<file path="config.mk">
export PLATFORM = sky130hd
export DESIGN_NAME = masked_bv4_theta_pipe_flat
export DESIGN_NICKNAME = d
export VERILOG_FILES = /design/src/rtl/masked_bv4_theta_pipe_if.sv /design/src/rtl/masked_bv4_theta_pipe.sv /design/src/flat_wrapper.sv
export SDC_FILE = /design/constraint.sdc
export NUM_CORES = 1
export LEC_CHECK = 0
export BUFFER_PORTS_ARGS = -buffer_cell sky130_fd_sc_hd__buf_2
export CAP_MARGIN = 40
export CORE_MARGIN = 10
export CORE_UTILIZATION = 40
export DETAILED_ROUTE_END_ITERATION = 8
export PLACE_DENSITY = 0.58
export SYNTH_ARGS = -nofsm -noshare
export SYNTH_HDL_FRONTEND = slang
export SYNTH_SLANG_ARGS = --single-unit
</file>
<file path="constraint.sdc">
create_clock -name in_clock -period 3 [get_ports in_clock]
set_input_delay 0.15 -clock in_clock [delete_from_list [all_inputs] [get_ports in_clock]]
set_output_delay 0.15 -clock in_clock [all_outputs]
set_load 0.1 [all_outputs]
</file>
<file path="src/rtl/masked_bv4_theta_pipe_if.sv">
// rtl/masked_bv4_theta_pipe_if.sv - handshake and data bundle for masked_bv4_theta_pipe
// Ports (slave view, as seen by the pipe):
//   in_a            in   shared GF(2^4) inputs per lane/share; [3:2]=Gamma_1, [1:0]=Gamma_0
//   in_valid        in   in_a valid
//   in_ready        out  pipe accepts this cycle
//   in_random       in   fresh randomness, lane k uses slice k = {r, p}
//   in_random_valid in   in_random is fresh
//   out_b           out  shared GF(2^2) Theta per lane/share
//   out_valid       out  out_b valid
//   out_ready       in   downstream accepts
interface masked_bv4_theta_pipe_if #(
  parameter int NUM_SHARES = 2,
  parameter int NUM_LANES  = 1
);
  localparam int NUM_QUADRATIC = NUM_SHARES * (NUM_SHARES - 1) / 2;
  localparam int NUM_RANDOM    = NUM_LANES * 2 * (NUM_QUADRATIC * 2);

  typedef logic [3:0] bv4_t;
  typedef logic [1:0] bv2_t;

  bv4_t [NUM_LANES-1:0][NUM_SHARES-1:0] in_a;
  logic                                 in_valid;
  logic                                 in_ready;
  logic [NUM_RANDOM-1:0]                in_random;
  logic                                 in_random_valid;
  bv2_t [NUM_LANES-1:0][NUM_SHARES-1:0] out_b;
  logic                                 out_valid;
  logic                                 out_ready;

  modport slave (
    input  in_a, in_valid, in_random, in_random_valid, out_ready,
    output in_ready, out_b, out_valid
  );

  modport master (
    output in_a, in_valid, in_random, in_random_valid, out_ready,
    input  in_ready, out_b, out_valid
  );
endinterface

</file>
<file path="src/rtl/masked_bv4_theta_pipe.sv">
// rtl/masked_bv4_theta_pipe.sv - multi-lane handshaked masked Theta stage of the GF(2^4) inverter
// Ports:
//   in_clock  in  rising-edge clock
//   in_reset  in  asynchronous active-high reset
//   bus       slave modport of masked_bv4_theta_pipe_if (in_a/in_valid/in_ready,
//             in_random/in_random_valid, out_b/out_valid/out_ready)
// GF(2^2) uses the polynomial basis {w, 1} with w^2 = w + 1; sigma = w.
module masked_bv4_theta_pipe #(
  parameter int NUM_SHARES = 2,
  parameter int NUM_LANES  = 1,
  parameter int OUT_REG    = 0
) (
  input  logic                    in_clock,
  input  logic                    in_reset,
  masked_bv4_theta_pipe_if.slave  bus
);
  typedef logic [1:0] bv2_t;

  localparam int NUM_QUADRATIC = NUM_SHARES * (NUM_SHARES - 1) / 2;
  localparam int NUM_RANDOM    = NUM_LANES * 2 * (NUM_QUADRATIC * 2);
  localparam int LANE_RANDOM   = NUM_RANDOM / NUM_LANES;

  function automatic bv2_t bv2_mul(input bv2_t a, input bv2_t b);
    return {(a[1] & b[1]) ^ (a[1] & b[0]) ^ (a[0] & b[1]),
            (a[1] & b[1]) ^ (a[0] & b[0])};
  endfunction

  function automatic bv2_t bv2_sq(input bv2_t a);
    return {a[1], a[1] ^ a[0]};
  endfunction

  function automatic bv2_t bv2_scl_sigma(input bv2_t a);
    return {a[1] ^ a[0], a[1]};
  endfunction

  // Index of the unordered share pair (i, j), i < j, into the r/p vectors.
  function automatic int pair_idx(input int i, input int j);
    return i * NUM_SHARES - (i * (i + 1)) / 2 + (j - i - 1);
  endfunction

  logic v1;
  logic acc;
  logic s1_dn_ready;
  bv2_t [NUM_LANES-1:0][NUM_SHARES-1:0] s1_b;

  assign bus.in_ready = !in_reset && (!v1 || s1_dn_ready);
  assign acc          = bus.in_valid && bus.in_random_valid && bus.in_ready;

  always_ff @(posedge in_clock or posedge in_reset) begin
    if (in_reset)         v1 <= 1'b0;
    else if (acc)         v1 <= 1'b1;
    else if (s1_dn_ready) v1 <= 1'b0;
  end

  for (genvar l = 0; l < NUM_LANES; l++) begin : g_lane
    bv2_t [NUM_QUADRATIC-1:0]               r, p;
    bv2_t [NUM_SHARES-1:0]                  g1, g0, g1_q, g0_q, lane_b;
    bv2_t [NUM_SHARES-1:0][NUM_SHARES-1:0]  u_d, v_d, u_q, v_q;

    assign {r, p} = bus.in_random[l*LANE_RANDOM +: LANE_RANDOM];

    // HPC3 gadget, input side. Diagonal of u holds a_i*b_i; diagonal of v
    // stays zero so the output side can fold every (i, j) uniformly.
    always_comb begin
      int k;
      g1  = '0;
      g0  = '0;
      u_d = '0;
      v_d = '0;
      for (int i = 0; i < NUM_SHARES; i++) begin
        g1[i] = bus.in_a[l][i][3:2];
        g0[i] = bus.in_a[l][i][1:0];
      end
      for (int i = 0; i < NUM_SHARES; i++) begin
        for (int j = 0; j < NUM_SHARES; j++) begin
          if (i == j) begin
            u_d[i][j] = bv2_mul(g1[i], g0[i]);
          end else begin
            k = (i < j) ? pair_idx(i, j) : pair_idx(j, i);
            u_d[i][j] = bv2_mul(g1[i], g0[j] ^ r[k]);
            // (a_i + 1) * r + p: paired with a_i * r above, r cancels across (i,j)/(j,i)
            v_d[i][j] = bv2_mul(g1[i] ^ 2'b01, r[k]) ^ p[k];
          end
        end
      end
    end

    always_ff @(posedge in_clock or posedge in_reset) begin
      if (in_reset) begin
        u_q  <= '0;
        v_q  <= '0;
        g1_q <= '0;
        g0_q <= '0;
      end else if (acc) begin
        u_q  <= u_d;
        v_q  <= v_d;
        g1_q <= g1;
        g0_q <= g0;
      end
    end

    // Squaring and sigma scaling are linear, so they apply share-wise.
    always_comb begin
      bv2_t m;
      lane_b = '0;
      for (int i = 0; i < NUM_SHARES; i++) begin
        m = '0;
        for (int j = 0; j < NUM_SHARES; j++) m = m ^ u_q[i][j] ^ v_q[i][j];
        lane_b[i] = bv2_sq(m ^ bv2_scl_sigma(bv2_sq(g1_q[i] ^ g0_q[i])));
      end
    end

    assign s1_b[l] = lane_b;
  end

  if (OUT_REG != 0) begin : g_out_reg
    logic v2;
    bv2_t [NUM_LANES-1:0][NUM_SHARES-1:0] s2_b;

    assign s1_dn_ready = !v2 || bus.out_ready;

    always_ff @(posedge in_clock or posedge in_reset) begin
      if (in_reset) begin
        v2   <= 1'b0;
        s2_b <= '0;
      end else if (v1 && s1_dn_ready) begin
        v2   <= 1'b1;
        s2_b <= s1_b;
      end else if (bus.out_ready) begin
        v2   <= 1'b0;
      end
    end

    assign bus.out_valid = v2;
    assign bus.out_b     = s2_b;
  end else begin : g_out_comb
    assign s1_dn_ready   = bus.out_ready;
    assign bus.out_valid = v1;
    assign bus.out_b     = s1_b;
  end
endmodule

</file>
<file path="src/flat_wrapper.sv">
// flat-port wrapper written by rule: the top's interface ports become plain ports
module masked_bv4_theta_pipe_flat 
#(
  parameter int NUM_SHARES = 2,
  parameter int NUM_LANES  = 1,
  parameter int OUT_REG    = 0
)
  (in_clock, in_reset, bus_in_a, bus_in_valid, bus_in_random, bus_in_random_valid, bus_out_ready, bus_in_ready, bus_out_b, bus_out_valid);
  masked_bv4_theta_pipe_if #(.NUM_SHARES(NUM_SHARES), .NUM_LANES(NUM_LANES)) bus_i ();
  input  logic in_clock;
  input  logic in_reset;
  input wire logic [$bits(bus_i.in_a)-1:0] bus_in_a;
  input wire logic [$bits(bus_i.in_valid)-1:0] bus_in_valid;
  input wire logic [$bits(bus_i.in_random)-1:0] bus_in_random;
  input wire logic [$bits(bus_i.in_random_valid)-1:0] bus_in_random_valid;
  input wire logic [$bits(bus_i.out_ready)-1:0] bus_out_ready;
  output wire logic [$bits(bus_i.in_ready)-1:0] bus_in_ready;
  output wire logic [$bits(bus_i.out_b)-1:0] bus_out_b;
  output wire logic [$bits(bus_i.out_valid)-1:0] bus_out_valid;
  assign bus_i.in_a = bus_in_a;
  assign bus_i.in_valid = bus_in_valid;
  assign bus_i.in_random = bus_in_random;
  assign bus_i.in_random_valid = bus_in_random_valid;
  assign bus_i.out_ready = bus_out_ready;
  assign bus_in_ready = bus_i.in_ready;
  assign bus_out_b = bus_i.out_b;
  assign bus_out_valid = bus_i.out_valid;
  masked_bv4_theta_pipe #(.NUM_SHARES(NUM_SHARES), .NUM_LANES(NUM_LANES), .OUT_REG(OUT_REG)) u_core (.in_clock(in_clock), .in_reset(in_reset), .bus(bus_i));
endmodule
</file>
==> impl_results.html <==
<table>
<tr><th>Metric</th><th>Value</th></tr>
<tr><th colspan="2">Status</th></tr>
<tr><td>Result of the run</td><td>finished clean</td></tr>
<tr><th colspan="2">Global route</th></tr>
<tr><td>Number of global-route vias before repair</td><td>1057</td></tr>
<tr><td>Global-route wire length before repair</td><td>4640 um</td></tr>
<tr><td>Total overflow reported by the global router</td><td>0</td></tr>
<tr><td>Antenna violations before repair</td><td>0</td></tr>
<tr><td>Maximum number of pins on one net before global-route repair</td><td>22</td></tr>
<tr><td>GR Util All Layers</td><td>9.01%</td></tr>
<tr><th colspan="2">STA</th></tr>
<tr><td>Worst slack on hold paths</td><td>0.0403 ns</td></tr>
<tr><td>Final count of hold timing violations</td><td>0</td></tr>
<tr><td>Number of setup violations in the final report</td><td>0</td></tr>
<tr><td>Total negative setup slack</td><td>0 ns</td></tr>
<tr><td>RSZ-0062 raised after global routing</td><td>false</td></tr>
<tr><td>Count of final max-slew check failures</td><td>0</td></tr>
<tr><td>Setup slack after layout</td><td>about 0.99 ns</td></tr>
<tr><td>Achievable frequency</td><td>about 500 MHz</td></tr>
<tr><td>Post-route clock skew</td><td>between 0.004 and 0.005 ns</td></tr>
<tr><td>Max-slew headroom at the worst pin</td><td>between 40 and 50%</td></tr>
<tr><td>Worst-margin pin slew</td><td>around 0.84 ns</td></tr>
<tr><td>Time the final worst path needs with I/O delays and setup</td><td>slightly above 2 ns</td></tr>
<tr><td>Fraction of the cycle the final worst path needs</td><td>roughly two thirds</td></tr>
<tr><th colspan="2">Drt</th></tr>
<tr><td>Post-DR wirelength/cell</td><td>roughly 13 um</td></tr>
<tr><td>Count of nets left with antenna violations after detail routing</td><td>0</td></tr>
<tr><td>Count of unresolved DRC violations after routing</td><td>0</td></tr>
<tr><td>DR vias</td><td>992</td></tr>
<tr><td>Detailed Route Iter0 Violations</td><td>27</td></tr>
<tr><td>Number of iterations in the first detailed-routing pass</td><td>4</td></tr>
<tr><td>Detailed Route WL</td><td>2630 um</td></tr>
<tr><td>Routed vias/inst</td><td>approximately 4.9</td></tr>
<tr><th colspan="2">Critical path</th></tr>
<tr><td>Worst-path fanout max</td><td>2</td></tr>
<tr><td>Kind of cell adding the most delay to the critical path</td><td>XOR/XNOR gates</td></tr>
<tr><td>Type of origin of the critical path</td><td>register</td></tr>
<tr><td>Biggest cell delay along the critical path</td><td>0.43 ns</td></tr>
<tr><td>Required time of the critical path</td><td>around 2.9 ns</td></tr>
<tr><td>Top cell by count, worst path</td><td>sky130_fd_sc_hd__xnor2_1</td></tr>
<tr><td>Cell breakdown of the critical path</td><td>xor2_1, xnor2_1, xnor2_1, xnor2_2, buf_2</td></tr>
<tr><td>Kind of capture point of the worst setup path</td><td>primary output</td></tr>
<tr><td>CP Class</td><td>reg -&gt; out</td></tr>
<tr><td>Slowest library cell on the worst path</td><td>sky130_fd_sc_hd__buf_2</td></tr>
<tr><td>Worst endpoint data arrival time</td><td>around 1.9 ns</td></tr>
<tr><td>CP Buf/Inv Count</td><td>1</td></tr>
<tr><th colspan="2">Flow run</th></tr>
<tr><td>MaxCap Viol Count</td><td>0</td></tr>
<tr><th colspan="2">Clock network</th></tr>
<tr><td>Clock tree from TritonCTS</td><td>built</td></tr>
<tr><td>Clock edge transition at the registers on the reported setup and hold paths</td><td>0.12 ns</td></tr>
<tr><td>H-tree depth</td><td>1</td></tr>
<tr><td>Post-CTS Hold Buffers</td><td>0</td></tr>
<tr><td>Post-CTS setup repair buffer count</td><td>0</td></tr>
<tr><td>Clock sinks</td><td>21</td></tr>
<tr><td>Root buffer cell</td><td>sky130_fd_sc_hd__clkbuf_4</td></tr>
<tr><td>Clock buffers created by TritonCTS</td><td>3</td></tr>
<tr><td>Number of buffers on the longest clock path</td><td>2</td></tr>
<tr><td>Clock latency at the later pin of the worst-skew pair</td><td>roughly 0.30 ns</td></tr>
<tr><td>Post-cts resize count</td><td>0</td></tr>
<tr><th colspan="2">Die</th></tr>
<tr><td>Die height</td><td>roughly 80 um</td></tr>
<tr><td>IO Count</td><td>23</td></tr>
<tr><td>Die width</td><td>78.5 um</td></tr>
<tr><td>Effective utilization at floorplan</td><td>41.3%</td></tr>
<tr><td>Number of rows created at floorplan</td><td>21</td></tr>
<tr><td>Core Box Area</td><td>roughly 0.0033 mm^2</td></tr>
<tr><td>Die area</td><td>0.00616 mm^2</td></tr>
<tr><th colspan="2">Synthesis</th></tr>
<tr><td>Syn avg cell area</td><td>9.77 um^2</td></tr>
<tr><td>Proportion of synthesized chip area in sequential cells</td><td>about two fifths</td></tr>
<tr><td>Total of warnings raised by yosys</td><td>0</td></tr>
<tr><td>Parity-gate share of the synthesized area counting xor and xnor cells</td><td>around 22%</td></tr>
<tr><td>Net count after synthesis</td><td>between 150 and 200</td></tr>
<tr><td>Proportion of synthesized area in mux cells</td><td>11.4%</td></tr>
<tr><td>Netlist cell types</td><td>28</td></tr>
<tr><td>Fraction of the mapped netlist area in simple logic gates</td><td>approximately 15%</td></tr>
<tr><td>Adder-Cell Fraction of Synth Area</td><td>0%</td></tr>
<tr><td>Mapped Cells</td><td>140</td></tr>
<tr><td>Mapped Area</td><td>around 0.0014 mm^2</td></tr>
<tr><td>Combinational family with the most area after synthesis</td><td>XOR/XNOR gates</td></tr>
<tr><td>Number of storage elements in the synthesis netlist</td><td>21</td></tr>
<tr><td>Fraction of the mapped netlist area in compound gates</td><td>~8.3%</td></tr>
<tr><th colspan="2">Placed design</th></tr>
<tr><td>HPWL after DPL</td><td>just over 2000 um</td></tr>
<tr><td>Post-Place Setup Slack</td><td>approximately 1.2 ns</td></tr>
<tr><td>Count of placed standard cells including taps</td><td>200</td></tr>
<tr><td>Final RePlAce weighted congestion</td><td>0.698</td></tr>
<tr><td>Number of I/O port buffers</td><td>22</td></tr>
<tr><th colspan="2">Hold path</th></tr>
<tr><td>Worst hold-check path type</td><td>in -&gt; async</td></tr>
<tr><th colspan="2">Final layout</th></tr>
<tr><td>Final non-filler cell total</td><td>roughly 200</td></tr>
<tr><td>Total inserted antenna cells</td><td>0</td></tr>
<tr><td>Final net count</td><td>176</td></tr>
<tr><td>Area delta synth-&gt;final</td><td>13.9%</td></tr>
<tr><td>Most frequent standard cell in the layout excluding fill and tap cells</td><td>sky130_fd_sc_hd__xnor2_1</td></tr>
<tr><td>Fraction of final layout cells sized beyond drive strength 1</td><td>about a quarter</td></tr>
<tr><td>Highest-count cells in the layout ignoring fill and taps</td><td>24 x sky130_fd_sc_hd__xnor2_1, 22 x sky130_fd_sc_hd__buf_2, 21 x sky130_fd_sc_hd__dfrtp_1</td></tr>
</table>
## flip-flops by register name, summed over array words and instances, names as in the netlist
signal and count:
u_core.g_lane.v_q 4, u_core.bus.out_valid 1, u_core.g_lane.g1_q 4, u_core.g_lane.u_q 8, u_core.g_lane.g0_q 4
## cell families (layout without fill, tap and decap cells)
kind of cell | count (synthesis) | count (layout)
compound gates | 18 | 18
xor+xnor | 35 | 35
buf+inv | 11 | 29
flops | 21 | 21
mux | 14 | 14
simple gates | 41 | 41
## Yosys cell counts
cell type                  instances  share of area [%]
sky130_fd_sc_hd__a221o_1           1               0.73
sky130_fd_sc_hd__a21oi_1           7                2.6
sky130_fd_sc_hd__dfrtp_1          21                 38
sky130_fd_sc_hd__xnor2_1          28                 18
sky130_fd_sc_hd__buf_2             5                1.8
sky130_fd_sc_hd__o211ai_1          3                1.6
sky130_fd_sc_hd__clkbuf_1          2               0.55
sky130_fd_sc_hd__xor2_1            7                4.5
sky130_fd_sc_hd__a22oi_1           2                1.1
sky130_fd_sc_hd__o221ai_1          1               0.64
sky130_fd_sc_hd__nand4b_1          1               0.64
sky130_fd_sc_hd__a31oi_1           2               0.91
sky130_fd_sc_hd__nand3b_1          1               0.55
sky130_fd_sc_hd__or4b_1            1               0.73
sky130_fd_sc_hd__nor3b_1           2                1.1
sky130_fd_sc_hd__mux2_2            5                4.1
sky130_fd_sc_hd__nor2b_4           1                1.0
sky130_fd_sc_hd__o21ai_1           2               0.73
sky130_fd_sc_hd__nand2_1          14                3.8
sky130_fd_sc_hd__nor3_2            1               0.73
sky130_fd_sc_hd__mux2_1            8                6.6
sky130_fd_sc_hd__nor2_1           13                3.6
sky130_fd_sc_hd__nor2b_1           2               0.91
sky130_fd_sc_hd__nand2b_1          4                1.8
sky130_fd_sc_hd__buf_4             2                1.1
sky130_fd_sc_hd__mux2i_1           1               0.73
sky130_fd_sc_hd__inv_1             2               0.55
sky130_fd_sc_hd__or2_1             1               0.46
## routing by layer
metal / global-route usage (%) / part of all wire, % / up-vias
li1: - / - / 501
met1: 10.4 / 46 / 476
met2: 15.5 / 48 / 13
met3: 2.51 / 4.9 / 2
met4: 3.23 / 0.84 / 0
met5: 0 / 0 / -
## cell type report
type / instances / area, um^2
multi-input combinational: 108 / 823
clock buffer: 4 / 26.3
tap: 46 / 57.6
inverter: 2 / 7.51
fill: 341 / 1750
sequential: 21 / 526
timing repair buffer: 23 / 118
## final timing paths
check                                          from  slack [ns]                        to  depth (start not counted)
min reg2reg                u_core.g_lane[0].g1_q[2]        0.52  u_core.g_lane[0].g1_q[2]                          1
max reg2reg                    u_core.bus.out_valid        1.16   u_core.g_lane[0].v_q[2]                          4
min in group in_clock                   bus_in_a[1]        0.15  u_core.g_lane[0].g0_q[1]                          2
min                                        in_reset        0.04      u_core.bus.out_valid                          2
max in group asynchronous                  in_reset        2.44   u_core.g_lane[0].v_q[5]                          2
max                         u_core.g_lane[0].u_q[4]        0.99              bus_out_b[2]                          5
## per-stage QoR
| stage | util, % | area, um^2 |
|---|---|---|
| after global routing | 47.1 | 1560 |
| after CTS | 47.1 | 1560 |
| after global placement | 46.3 | 1530 |
| after floorplan | - | 1400 |
| after detailed placement | 46.3 | 1530 |
| final | 47.1 | 1560 |
Power is not shown: default switching activity piles up to over one toggle a cycle in this logic, so the estimate is an artifact.
